<file path="config.mk">
export PLATFORM = sky130hd
export DESIGN_NAME = alu_logic_arbiter
export DESIGN_NICKNAME = d
export VERILOG_FILES = /design/src/rtl/alu_pkg.sv /design/src/rtl/alu_logic_unit.sv /design/src/rtl/alu_rr_arbiter.sv /design/src/rtl/alu_logic_arbiter.sv
export SDC_FILE = /design/constraint.sdc
export NUM_CORES = 1
export LEC_CHECK = 0
export ABC_AREA = 1
export BUFFER_PORTS_ARGS = -buffer_cell sky130_fd_sc_hd__buf_4
export CAP_MARGIN = 40
export CORE_MARGIN = 2
export CORE_UTILIZATION = 51
export CTS_CLUSTER_SIZE = 40
export DETAILED_ROUTE_END_ITERATION = 8
export GPL_TIMING_DRIVEN = 0
export PLACE_DENSITY = 0.83
export SKIP_CTS_REPAIR_TIMING = 1
export SYNTH_ARGS = -nofsm -noshare
export SYNTH_HDL_FRONTEND = slang
export SYNTH_SLANG_ARGS = --single-unit
</file>
<file path="constraint.sdc">
create_clock -name i_clk -period 5.31 [get_ports i_clk]
set_clock_uncertainty 0.1 [all_clocks]
set_input_delay 0 -clock i_clk [delete_from_list [all_inputs] [get_ports i_clk]]
set_output_delay 0 -clock i_clk [all_outputs]
set_load 0.05 [all_outputs]
</file>
<file path="src/rtl/alu_pkg.sv">
// Shared types and op encodings for the ALU logic path and its requester arbiter.
// Latency: n/a (types, constants and pure functions only).
// Backpressure: n/a.
package alu_pkg;

  localparam int DATA_W = 16;

  // Logic-unit op codes; 5..7 are unassigned and treated as illegal.
  localparam logic [2:0] LOGIC_AND  = 3'd0;
  localparam logic [2:0] LOGIC_OR   = 3'd1;
  localparam logic [2:0] LOGIC_XOR  = 3'd2;
  localparam logic [2:0] LOGIC_NOT  = 3'd3;
  localparam logic [2:0] LOGIC_TEST = 3'd4;

  typedef enum logic [0:0] {
    LA_ARB    = 1'b0,
    LA_LOCKED = 1'b1
  } logic_arb_state_e;

  typedef struct packed {
    logic [DATA_W-1:0] result;
    logic              zero;
    logic              neg;
    logic              parity;
    logic              wb;
    logic              illegal;
  } logic_rsp_t;

  function automatic logic is_legal_logic_ctrl(input logic [2:0] ctrl);
    logic legal;
    legal = 1'b0;
    case (ctrl)
      LOGIC_AND, LOGIC_OR, LOGIC_XOR, LOGIC_NOT, LOGIC_TEST: legal = 1'b1;
      default: legal = 1'b0;
    endcase
    return legal;
  endfunction

  // Flags are always derived from the unit's result; TEST and illegal ops never write back.
  function automatic logic_rsp_t make_logic_rsp(input logic [DATA_W-1:0] result,
                                                input logic [2:0]        ctrl);
    logic_rsp_t rsp;
    rsp.result  = result;
    rsp.zero    = (result == '0);
    rsp.neg     = result[DATA_W-1];
    rsp.parity  = ^result;
    rsp.wb      = is_legal_logic_ctrl(ctrl) && (ctrl != LOGIC_TEST);
    rsp.illegal = !is_legal_logic_ctrl(ctrl);
    return rsp;
  endfunction

endpackage

</file>
<file path="src/rtl/alu_logic_unit.sv">
// Bitwise logic datapath: AND/OR/XOR/NOT/TEST on two 16-bit operands.
// Latency: 0 (purely combinational).
// Backpressure: none; the caller registers the result.
module alu_logic_unit
  import alu_pkg::*;
(
  input  logic [DATA_W-1:0] i_a,
  input  logic [DATA_W-1:0] i_b,
  input  logic [2:0]        i_ctrl,
  output logic [DATA_W-1:0] o_result
);

  // Op decode; TEST shares the AND datapath, unknown codes yield zero.
  always_comb begin
    o_result = '0;
    case (i_ctrl)
      LOGIC_AND:  o_result = i_a & i_b;
      LOGIC_OR:   o_result = i_a | i_b;
      LOGIC_XOR:  o_result = i_a ^ i_b;
      LOGIC_NOT:  o_result = ~i_a;
      LOGIC_TEST: o_result = i_a & i_b;
      default:    o_result = '0;
    endcase
  end

endmodule

</file>
<file path="src/rtl/alu_rr_arbiter.sv">
// Round-robin pick: first eligible request at or after i_ptr, wrapping to 0.
// Latency: 0 (combinational); pointer state lives in the caller.
// Backpressure: none; the caller qualifies the grant with its own accept condition.
module alu_rr_arbiter #(
  parameter  int NUM_REQ = 4,
  localparam int IDW     = $clog2(NUM_REQ)
) (
  input  logic [NUM_REQ-1:0] i_req,
  input  logic [IDW-1:0]     i_ptr,
  input  logic [NUM_REQ-1:0] i_mask,
  output logic [NUM_REQ-1:0] o_grant,
  output logic [IDW-1:0]     o_grant_id
);

  logic [NUM_REQ-1:0] w_eligible;

  assign w_eligible = i_req & i_mask;

  // Scan NUM_REQ slots starting at the pointer; one extra index bit absorbs the wrap.
  always_comb begin
    logic         found;
    logic [IDW:0] idx;
    o_grant    = '0;
    o_grant_id = '0;
    found      = 1'b0;
    idx        = '0;
    for (int i = 0; i < NUM_REQ; i++) begin
      idx = {1'b0, i_ptr} + (IDW+1)'(i);
      if (idx >= (IDW+1)'(NUM_REQ)) begin
        idx = idx - (IDW+1)'(NUM_REQ);
      end
      if (!found && w_eligible[idx[IDW-1:0]]) begin
        found                   = 1'b1;
        o_grant[idx[IDW-1:0]]   = 1'b1;
        o_grant_id              = idx[IDW-1:0];
      end
    end
  end

endmodule

</file>
<file path="src/rtl/alu_logic_arbiter.sv">
// Shares one alu_logic_unit among NUM_REQ requesters with round-robin grant and optional locked sequences.
// Latency: 1 cycle from accept to o_rsp_valid; 1 op/cycle with o_rsp_ready held high.
// Backpressure: response register holds while stalled; requests accepted only when it is empty or draining.
module alu_logic_arbiter
  import alu_pkg::*;
#(
  parameter  int NUM_REQ  = 4,
  parameter  int LOCK_MAX = 8,
  localparam int IDW      = $clog2(NUM_REQ)
) (
  input  logic                      i_clk,
  input  logic                      i_rst,
  input  logic [NUM_REQ-1:0]        i_req_valid,
  output logic [NUM_REQ-1:0]        o_req_ready,
  input  logic [NUM_REQ*DATA_W-1:0] i_req_a,
  input  logic [NUM_REQ*DATA_W-1:0] i_req_b,
  input  logic [NUM_REQ*3-1:0]      i_req_ctrl,
  input  logic [NUM_REQ-1:0]        i_req_lock,
  output logic                      o_rsp_valid,
  input  logic                      i_rsp_ready,
  output logic [IDW-1:0]            o_rsp_id,
  output logic [DATA_W-1:0]         o_rsp_result,
  output logic                      o_rsp_zero,
  output logic                      o_rsp_neg,
  output logic                      o_rsp_parity,
  output logic                      o_rsp_wb,
  output logic                      o_rsp_illegal,
  output logic                      o_lock_timeout
);

  localparam int CNTW = $clog2(LOCK_MAX + 1);

  logic_arb_state_e r_state;
  logic_arb_state_e w_state_nxt;
  logic [IDW-1:0]   r_ptr;
  logic [IDW-1:0]   r_owner;
  logic [CNTW-1:0]  r_lock_cnt;
  logic             r_rsp_valid;
  logic [IDW-1:0]   r_rsp_id;
  logic_rsp_t       r_rsp;

  logic [NUM_REQ-1:0] w_mask;
  logic [NUM_REQ-1:0] w_grant;
  logic [IDW-1:0]     w_grant_id;
  logic [NUM_REQ-1:0] w_req_ready;
  logic               w_can_accept;
  logic               w_accept;
  logic               w_timeout;
  logic [DATA_W-1:0]  w_sel_a;
  logic [DATA_W-1:0]  w_sel_b;
  logic [2:0]         w_sel_ctrl;
  logic               w_sel_lock;
  logic [DATA_W-1:0]  w_result;
  logic_rsp_t         w_rsp;
  logic [IDW-1:0]     w_grant_ptr_nxt;
  logic [IDW-1:0]     w_owner_ptr_nxt;

  // The register can take a new op when empty or when its current contents drain this cycle.
  assign w_can_accept = !r_rsp_valid || i_rsp_ready;
  assign w_timeout    = (r_state == LA_LOCKED) && (r_lock_cnt == CNTW'(LOCK_MAX));
  assign w_req_ready  = w_grant & {NUM_REQ{w_can_accept && !i_rst}};
  assign w_accept     = |w_req_ready;
  assign o_req_ready  = w_req_ready;

  assign w_grant_ptr_nxt = (w_grant_id == IDW'(NUM_REQ - 1)) ? '0 : w_grant_id + IDW'(1);
  assign w_owner_ptr_nxt = (r_owner    == IDW'(NUM_REQ - 1)) ? '0 : r_owner    + IDW'(1);

  alu_rr_arbiter #(
    .NUM_REQ (NUM_REQ)
  ) u_rr_arbiter (
    .i_req      (i_req_valid),
    .i_ptr      (r_ptr),
    .i_mask     (w_mask),
    .o_grant    (w_grant),
    .o_grant_id (w_grant_id)
  );

  // Steer the granted requester's operands into the shared logic unit.
  always_comb begin
    w_sel_a    = '0;
    w_sel_b    = '0;
    w_sel_ctrl = '0;
    w_sel_lock = 1'b0;
    for (int g = 0; g < NUM_REQ; g++) begin
      if (w_grant[g]) begin
        w_sel_a    = i_req_a[g*DATA_W +: DATA_W];
        w_sel_b    = i_req_b[g*DATA_W +: DATA_W];
        w_sel_ctrl = i_req_ctrl[g*3 +: 3];
        w_sel_lock = i_req_lock[g];
      end
    end
  end

  alu_logic_unit u_logic_unit (
    .i_a      (w_sel_a),
    .i_b      (w_sel_b),
    .i_ctrl   (w_sel_ctrl),
    .o_result (w_result)
  );

  assign w_rsp = make_logic_rsp(w_result, w_sel_ctrl);

  // FSM state register.
  always_ff @(posedge i_clk) begin
    if (i_rst) begin
      r_state <= LA_ARB;
    end else begin
      r_state <= w_state_nxt;
    end
  end

  // FSM next state: lock on a locked accept, release on an unlocked owner accept or timeout.
  always_comb begin
    w_state_nxt = r_state;
    case (r_state)
      LA_ARB: begin
        if (w_accept && w_sel_lock) begin
          w_state_nxt = LA_LOCKED;
        end
      end
      LA_LOCKED: begin
        if (w_timeout || (w_accept && !w_sel_lock)) begin
          w_state_nxt = LA_ARB;
        end
      end
      default: w_state_nxt = LA_ARB;
    endcase
  end

  // FSM outputs: eligibility mask and the timeout pulse; nobody is eligible in the release cycle.
  always_comb begin
    w_mask         = '1;
    o_lock_timeout = 1'b0;
    case (r_state)
      LA_ARB: begin
        w_mask = '1;
      end
      LA_LOCKED: begin
        w_mask         = w_timeout ? '0 : (NUM_REQ'(1) << r_owner);
        o_lock_timeout = w_timeout;
      end
      default: begin
        w_mask = '1;
      end
    endcase
  end

  // Round-robin pointer, lock owner and idle-while-locked counter.
  always_ff @(posedge i_clk) begin
    if (i_rst) begin
      r_ptr      <= '0;
      r_owner    <= '0;
      r_lock_cnt <= '0;
    end else if (r_state == LA_ARB) begin
      r_lock_cnt <= '0;
      if (w_accept) begin
        r_ptr   <= w_grant_ptr_nxt;
        r_owner <= w_grant_id;
      end
    end else begin
      if (w_timeout) begin
        r_ptr      <= w_owner_ptr_nxt;
        r_lock_cnt <= '0;
      end else if (w_accept) begin
        r_lock_cnt <= '0;
        if (!w_sel_lock) begin
          r_ptr <= w_owner_ptr_nxt;
        end
      end else begin
        r_lock_cnt <= r_lock_cnt + CNTW'(1);
      end
    end
  end

  // Response register: load on accept (even while draining), clear valid on a drain with no accept.
  always_ff @(posedge i_clk) begin
    if (i_rst) begin
      r_rsp_valid <= 1'b0;
      r_rsp_id    <= '0;
      r_rsp       <= '0;
    end else if (w_accept) begin
      r_rsp_valid <= 1'b1;
      r_rsp_id    <= w_grant_id;
      r_rsp       <= w_rsp;
    end else if (i_rsp_ready) begin
      r_rsp_valid <= 1'b0;
    end
  end

  assign o_rsp_valid   = r_rsp_valid;
  assign o_rsp_id      = r_rsp_id;
  assign o_rsp_result  = r_rsp.result;
  assign o_rsp_zero    = r_rsp.zero;
  assign o_rsp_neg     = r_rsp.neg;
  assign o_rsp_parity  = r_rsp.parity;
  assign o_rsp_wb      = r_rsp.wb;
  assign o_rsp_illegal = r_rsp.illegal;

endmodule

</file>
==> insert_results.sql, run 1 <==
INSERT INTO impl_metrics (metric_group, metric, value, unit) VALUES
('synthesis', 'synth_enable_flop_cells', '0', ''),
('global_routing', 'grt_pass1_vias', '5330', ''),
('min_path', 'worstHoldPathType', 'in -> reg', ''),
('clocking', 'worst_setup_hold_path_clk_slew', '0.06', 'ns'),
('clocking', 'clock_tree.buffer_depth', '2', ''),
('clocking', 'clk_root_buffer_cell', 'sky130_fd_sc_hd__clkbuf_8', ''),
('timing', 'tmin_final', '4.84', 'ns'),
('worst_setup_path', 'critPathTopFamily', 'simple AND/OR/NAND/NOR gates', ''),
('placed_design', 'dp_hpwl', '12200', 'microns'),
('layout', 'number_of_nets_at_the_end_of_the_flow', '1137', ''),
('synthesis', 'synth_sequential_area_ratio', '14.1', '%'),
('layout', 'most-common-layout-cells', 'sky130_fd_sc_hd__buf_4, sky130_fd_sc_hd__nand2_1, sky130_fd_sc_hd__inv_1', ''),
('clocking', 'clock_latency', '0.27', 'ns'),
('floorplanning', 'dieWidth', '98.4', 'microns'),
('placed_design', 'place.port_buffers', '179', ''),
('timing', 'period_utilization', '91.2', '%'),
('floorplanning', 'design.die.area', '0.00968', 'sq mm'),
('worst_setup_path', 'timing.critical_path.mode_cell', 'sky130_fd_sc_hd__nand2_1', ''),
('run_status', 'status', 'complete, no violations', ''),
('routing', 'avgViaCountPerCell', '5.43', ''),
('synthesis', 'postSynthCellCount', '747', ''),
('worst_setup_path', 'critical_path.n_buffers_inverters', '5', ''),
('worst_setup_path', 'critPathLaunchType', 'flip-flop', ''),
('timing', 'finalSetupTns', '0', 'ns'),
('worst_setup_path', 'worstSetupEndpointType', 'flip-flop', ''),
('synthesis', 'yosys_warnings', '0', ''),
('clocking', 'htree_num_levels', '2', ''),
('layout', 'diodes', '0', ''),
('synthesis', 'synthArstFlopShare', '0', '%'),
('floorplanning', 'io_pins', '180', ''),
('routing', 'drt.antenna.violating_nets', '0', ''),
('placed_design', 'placed_area', '0.00602', 'sq mm'),
('routing', 'drc', '0', ''),
('floorplanning', 'core_area', '0.00868', 'sq mm'),
('clocking', 'cts_tree', 'built', ''),
('timing', 'finalSetupViolCount', '0', ''),
('layout', 'final_common_cell', 'sky130_fd_sc_hd__buf_4', ''),
('routing', 'post_drt_wl_per_cell', '14.4', 'microns'),
('floorplanning', 'std_cell_rows', '34', ''),
('worst_setup_path', 'cp_cell_sequence', 'buf_2, inv_1, ha_1, inv_1, nand3_1, nand2_1, nand3_2, nor2_1, nor2_1, nand2_1, buf_2, clkbuf_1, nand3_1, nand2_1, a22oi_1, ha_1, nand4_1, nand2_1, nor2_1, ha_1, xnor2_1, xnor2_1, xnor2_1, a21oi_1', ''),
('timing', 'tightest_slew', '0.504', 'ns'),
('worst_setup_path', 'worstSetupPathType', 'reg -> reg', ''),
('layout', 'fin_area', '0.00614', 'sq mm'),
('global_routing', 'grt_use_total', '29.7', '%'),
('timing', 'final-hold-violation-count', '0', ''),
('clocking', 'cts_made_buffers', '5', ''),
('global_routing', 'pin_count_of_the_biggest_net_entering_global_routing', '11', ''),
('placed_design', 'routability_cong', '0.910', ''),
('global_routing', 'grt_overflow', '0', ''),
('global_routing', 'grt_pass1_wl', '24200', 'microns'),
('clocking', 'sink_count_of_the_clock_tree', '32', ''),
('worst_setup_path', 'critical_path.max_fanout', '10', ''),
('synthesis', 'ys_ff_latch', '32', ''),
('global_routing', 'grt_antenna_before_repair', '0', ''),
('worst_setup_path', 'critPathArrivalTime', '4.89', 'ns'),
('timing', 'slew_viols_final', '0', ''),
('timing', 'fmaxAchievable', '0.207', 'GHz'),
('worst_setup_path', 'critical-path-max-stage-delay', '0.39', 'ns'),
('layout', 'layout-area-overhead-vs-synth', '35.1', '%'),
('timing', 'relSlewSlack', '66.4', '%'),
('synthesis', 'netlist-cell-type-count', '35', ''),
('routing', 'via_count', '5659', ''),
('synthesis', 'synth.cell_area', '0.00454', 'sq mm'),
('routing', 'post_detailed_routing_wire_length', '15000', 'microns'),
('layout', 'drive_gt1_share', '29.8', '%'),
('synthesis', 'dominantRegCellSynth', 'sky130_fd_sc_hd__dfxtp_1', ''),
('placed_design', 'dp_worst_setup_slack', '0.509', 'ns'),
('routing', 'initialDrtViolationCount', '320', ''),
('floorplanning', 'die_h', '98.4', 'microns'),
('worst_setup_path', 'required', '5.36', 'ns'),
('worst_setup_path', 'critical_path.slowest_cell', 'sky130_fd_sc_hd__ha_1', ''),
('job', 'cap_violations', '0', ''),
('synthesis', 'syn_nets', '949', ''),
('layout', 'finish.utilization', '70.7', '%'),
('timing', 'worst_slack', '0.468', 'ns'),
('floorplanning', 'initial_utilization', '52.4', '%'),
('timing', 'rsz0062_at_grt', 'no', ''),
('routing', 'detailedRoute.firstPassIterationCount', '5', ''),
('synthesis', 'syn_avg_cell_area', '6.08', 'sq um');
[cell families after synthesis]
family          after synthesis  share of synthesized area, %
buf+inv                     158                          15.1
compound gates              145                          18.8
fa+ha+maj                    51                          14.0
simple gates                351                          36.0
flops                        32                          14.1
xor+xnor                     10                          1.93
[state kept, by name (all words and copies together) (netlist names), 2 cells and up, named ones only]
| signal | cells |
|---|---|
| r_owner | 2 |
| r_lock_cnt | 4 |
| o_rsp_result | 16 |
| o_rsp_id | 2 |
[layout make-up]
class	count	area [sq um]
sequential	32	641
clock buffer	7	96.3
tap	108	135
fill	754	2540
timing repair buffer	181	1360
buffer	45	259
multi-input combinational	557	3220
inverter	113	427
[cells in the mapped netlist (16+ instances only)]
| library cell | number | area [sq um] |
|---|---|---|
| sky130_fd_sc_hd__nand2_1 | 122 | 458 |
| sky130_fd_sc_hd__inv_1 | 102 | 383 |
| sky130_fd_sc_hd__buf_2 | 24 | 120 |
| sky130_fd_sc_hd__nand3_1 | 58 | 290 |
| sky130_fd_sc_hd__dfxtp_1 | 32 | 641 |
| sky130_fd_sc_hd__a21oi_2 | 17 | 149 |
| sky130_fd_sc_hd__nand4_1 | 50 | 313 |
| sky130_fd_sc_hd__nor2_1 | 89 | 334 |
| sky130_fd_sc_hd__o21ai_0 | 28 | 140 |
| sky130_fd_sc_hd__a21oi_1 | 77 | 385 |
| sky130_fd_sc_hd__ha_1 | 51 | 638 |
| sky130_fd_sc_hd__a22oi_1 | 16 | 120 |
[worst register-to-register path: cells and delay by family (launching register included)]
| kind | cells | cell delay (ns) |
|---|---|---|
| xor gates and xnor gates | 3 | 0.51 |
| buffers and inverters | 5 | 1.12 |
| DFF | 1 | 0.38 |
| adders and majority gates | 3 | 0.99 |
| and+or+nand+nor | 11 | 1.41 |
| AOI/OAI and AO/OA | 2 | 0.18 |
[layer usage]
| layer | vias to the layer above | track usage, % | routed length [microns] |
|---|---|---|---|
| met1 | 2529 | 35.9 | 6050 |
| met5 | - | 0 | 0 |
| met3 | 24 | 4.22 | 1040 |
| li1 | 2840 | - | - |
| met2 | 266 | 55.0 | 7590 |
| met4 | 0 | 7.06 | 285 |
[worst paths after layout]
check | startpoint | endpoint | slack (ns) | depth (start not counted)
setup reg to reg | flip-flop | o_rsp_parity | 0.47 | 24
hold reg to reg | r_lock_cnt[0] | r_lock_cnt[0] | 0.38 | 1
hold / removal | i_req_lock[3] | r_state | 0.1 | 4
setup / recovery | flip-flop | o_rsp_parity | 0.47 | 24
[through the flow]
stage	instances	hold slack (ns)
4_1_cts	1041	-0.154
2_1_floorplan	747	-0.0309
5_1_grt	1043	0.133
6_report	1043	0.0998
3_5_place_dp	1034	0.131
3_3_place_gp	1034	0.127
Power of run 1 is left out: the tool's default activity adds up to more than one toggle a clock period on the data nets, which glitch-free logic cannot reach.
==> run 2: changes to the inputs <==
--- a/config.mk
+++ b/config.mk
@@ -6,14 +6,14 @@
 export NUM_CORES = 1
 export LEC_CHECK = 0
 export ABC_AREA = 1
-export BUFFER_PORTS_ARGS = -buffer_cell sky130_fd_sc_hd__buf_4
 export CAP_MARGIN = 40
 export CORE_MARGIN = 2
-export CORE_UTILIZATION = 51
+export CORE_UTILIZATION = 66
 export CTS_CLUSTER_SIZE = 40
 export DETAILED_ROUTE_END_ITERATION = 8
+export DONT_BUFFER_PORTS = 1
 export GPL_TIMING_DRIVEN = 0
-export PLACE_DENSITY = 0.83
+export PLACE_DENSITY = 0.82
 export SKIP_CTS_REPAIR_TIMING = 1
 export SYNTH_ARGS = -nofsm -noshare
 export SYNTH_HDL_FRONTEND = slang
==> run 2 against run 1 <==
Net effect: the flow now finishes with violations (negative hold slack); sequential share of layout area rose by 3.0 points; worst hold slack got worse by 0.11 ns; worst setup slack improved by 0.053 ns; via count fell by 10%; routed wire length fell by 6.2%; maximum frequency rose by 1.1%; design area fell by 22%; non-clock buffer count fell by 178; global-route usage rose by 5.1 points; register-to-register slack improved by 0.05 ns; critical path depth did not move; first-iteration DRC count fell by 16%.
==> insert_results.sql, run 2 (synthesized netlist as in run 1, its figures left out) <==
INSERT INTO impl_metrics (metric_group, metric, value, unit) VALUES
('run_status', 'status', 'complete, but fails checks', ''),
('run_status', 'violated_checks', 'negative hold slack', ''),
('clocking', 'cts_tree', 'built', ''),
('layout', 'layout-area-overhead-vs-synth', '5.18', '%'),
('global_routing', 'grt_pass1_vias', '4682', ''),
('timing', 'slew_viols_final', '0', ''),
('clocking', 'clk_root_buffer_cell', 'sky130_fd_sc_hd__clkbuf_8', ''),
('floorplanning', 'die_h', '87.0', 'microns'),
('worst_setup_path', 'setup.reg_to_reg.worst_slack', '0.52', 'ns'),
('worst_setup_path', 'required', '5.37', 'ns'),
('timing', 'period_utilization', '90.2', '%'),
('worst_setup_path', 'critical_path.max_fanout', '10', ''),
('timing', 'final-hold-violation-count', '1', ''),
('floorplanning', 'std_cell_rows', '30', ''),
('routing', 'via_count', '5080', ''),
('min_path', 'worstHoldPathType', 'in -> reg', ''),
('routing', 'detailedRoute.firstPassIterationCount', '5', ''),
('layout', 'number_of_nets_at_the_end_of_the_flow', '959', ''),
('layout', 'most-common-layout-cells', 'sky130_fd_sc_hd__nand2_1, sky130_fd_sc_hd__inv_1, sky130_fd_sc_hd__nor2_1', ''),
('timing', 'rsz0062_at_grt', 'no', ''),
('timing', 'finalSetupTns', '0', 'ns'),
('floorplanning', 'io_pins', '180', ''),
('floorplanning', 'design.die.area', '0.00756', 'sq mm'),
('routing', 'initialDrtViolationCount', '269', ''),
('layout', 'layout.filler_cells', '628', ''),
('clocking', 'htree_num_levels', '2', ''),
('placed_design', 'dp_hpwl', '11100', 'microns'),
('layout', 'diodes', '0', ''),
('routing', 'drt.antenna.violating_nets', '0', ''),
('routing', 'avgViaCountPerCell', '6.06', ''),
('clocking', 'clock_latency', '0.28', 'ns'),
('job', 'cap_violations', '0', ''),
('routing', 'post_drt_wl_per_cell', '16.8', 'microns'),
('layout', 'seqCellArea', '641', 'sq um'),
('timing', 'fmaxAchievable', '0.209', 'GHz'),
('global_routing', 'grt_use_total', '34.8', '%'),
('worst_setup_path', 'timing.critical_path.mode_cell', 'sky130_fd_sc_hd__nand2_1', ''),
('worst_setup_path', 'critical_path.slowest_cell', 'sky130_fd_sc_hd__ha_1', ''),
('layout', 'largest_reg_flops', '16', ''),
('worst_setup_path', 'critPathArrivalTime', '4.85', 'ns'),
('routing', 'drc', '0', ''),
('worst_setup_path', 'critPathLaunchType', 'flip-flop', ''),
('global_routing', 'grt_pass1_wl', '21300', 'microns'),
('worst_setup_path', 'critical-path-max-stage-delay', '0.38', 'ns'),
('clocking', 'clock_tree.buffer_depth', '2', ''),
('worst_setup_path', 'timing.critical_path.depth', '24', ''),
('worst_setup_path', 'worstSetupEndpointType', 'flip-flop', ''),
('worst_setup_path', 'critical_path.n_buffers_inverters', '5', ''),
('placed_design', 'routability_cong', '0.912', ''),
('placed_design', 'place.port_buffers', '0', ''),
('global_routing', 'grt_overflow', '0', ''),
('floorplanning', 'core_area', '0.00672', 'sq mm'),
('floorplanning', 'initial_utilization', '67.6', '%'),
('clocking', 'worst_setup_hold_path_clk_slew', '0.07', 'ns'),
('timing', 'tmin_final', '4.79', 'ns'),
('worst_setup_path', 'critPathCapture', 'o_rsp_parity', ''),
('timing', 'tightest_slew', '0.706', 'ns'),
('worst_setup_path', 'cp_cell_sequence', 'buf_2, inv_1, ha_1, inv_1, nand3_1, nand2_1, nand3_2, nor2_1, nor2_1, nand2_1, buf_2, clkbuf_1, nand3_1, nand2_1, a22oi_1, ha_1, nand4_1, nand2_1, nor2_1, ha_1, xnor2_1, xnor2_1, xnor2_1, a21oi_1', ''),
('clocking', 'cts_made_buffers', '5', ''),
('worst_setup_path', 'critPathTopFamily', 'simple AND/OR/NAND/NOR gates', ''),
('global_routing', 'grt_antenna_before_repair', '0', ''),
('layout', 'multi_input_area', '0.00322', 'sq mm'),
('timing', 'relSlewSlack', '52.9', '%'),
('routing', 'post_detailed_routing_wire_length', '14000', 'microns'),
('clocking', 'sink_count_of_the_clock_tree', '32', ''),
('worst_setup_path', 'worstSetupPathType', 'reg -> reg', ''),
('floorplanning', 'dieWidth', '87.0', 'microns'),
('timing', 'finalSetupViolCount', '0', ''),
('timing', 'holdWs', '-0.0104', 'ns'),
('global_routing', 'pin_count_of_the_biggest_net_entering_global_routing', '11', ''),
('worst_setup_path', 'timing.reg2reg.worst_path_depth', '24', ''),
('worst_setup_path', 'worstReg2RegEnd', 'o_rsp_parity', ''),
('layout', 'final_common_cell', 'sky130_fd_sc_hd__nand2_1', ''),
('layout', 'drive_gt1_share', '13.3', '%');
==> run 2: worst min-delay path, delay by kind of cell <==
kind	cells	cell delay (ns)
and+or+nand+nor	1	0.12
AOI/OAI and AO/OA	2	0.21
==> run 2: area by class of cell <==
class | instances | share of cell area, %
Timing Repair Buffer | 3 | 0.576
Buffer | 45 | 5.42
Clock inverter | 2 | 0.733
Sequential cell | 32 | 13.4
Multi-Input combinational cell | 557 | 67.3
Inverter | 113 | 8.93
Tap cell | 80 | 2.09
Clock buffer | 6 | 1.52
==> run 2: worst min path at each step <==
stage	end	from	cells after the start	slack (ns)
global route	r_state	i_req_lock[3]	3	0.02
floorplan	o_rsp_valid	i_rst	1	-0.03
finish	r_state	i_req_lock[3]	3	-0.01
detailed placement	o_rsp_valid	i_rst	1	-0.03
global placement	o_rsp_valid	i_rst	1	-0.03
CTS	o_rsp_valid	i_rst	1	-0.31
==> run 2: metrics by stage <==
| step | hold WS (ns) | instance area (sq um) | std cells | utilization, % | setup WS, ns |
|---|---|---|---|---|---|
| after global routing | 0.0213 | 4780 | 838 | 71.1 | 0.131 |
| final | -0.0104 | 4780 | 838 | 71.1 | 0.521 |
| after CTS | -0.314 | 4760 | 836 | 70.8 | 0.572 |
| after global placement | -0.0301 | 4640 | 827 | 69.1 | 0.688 |
| after detailed placement | -0.0275 | 4650 | 828 | 69.2 | 0.574 |
| after floorplan | -0.0309 | 4540 | 747 | - | 1.32 |
==> run 2: layer usage <==
layer | routed length, microns | GRT usage (%)
met4 | 530 | 13.9
met3 | 1240 | 5.59
met2 | 7010 | 64.1
met5 | 0 | 0
met1 | 5260 | 39.5
Power of run 2 is left out for the same reason.
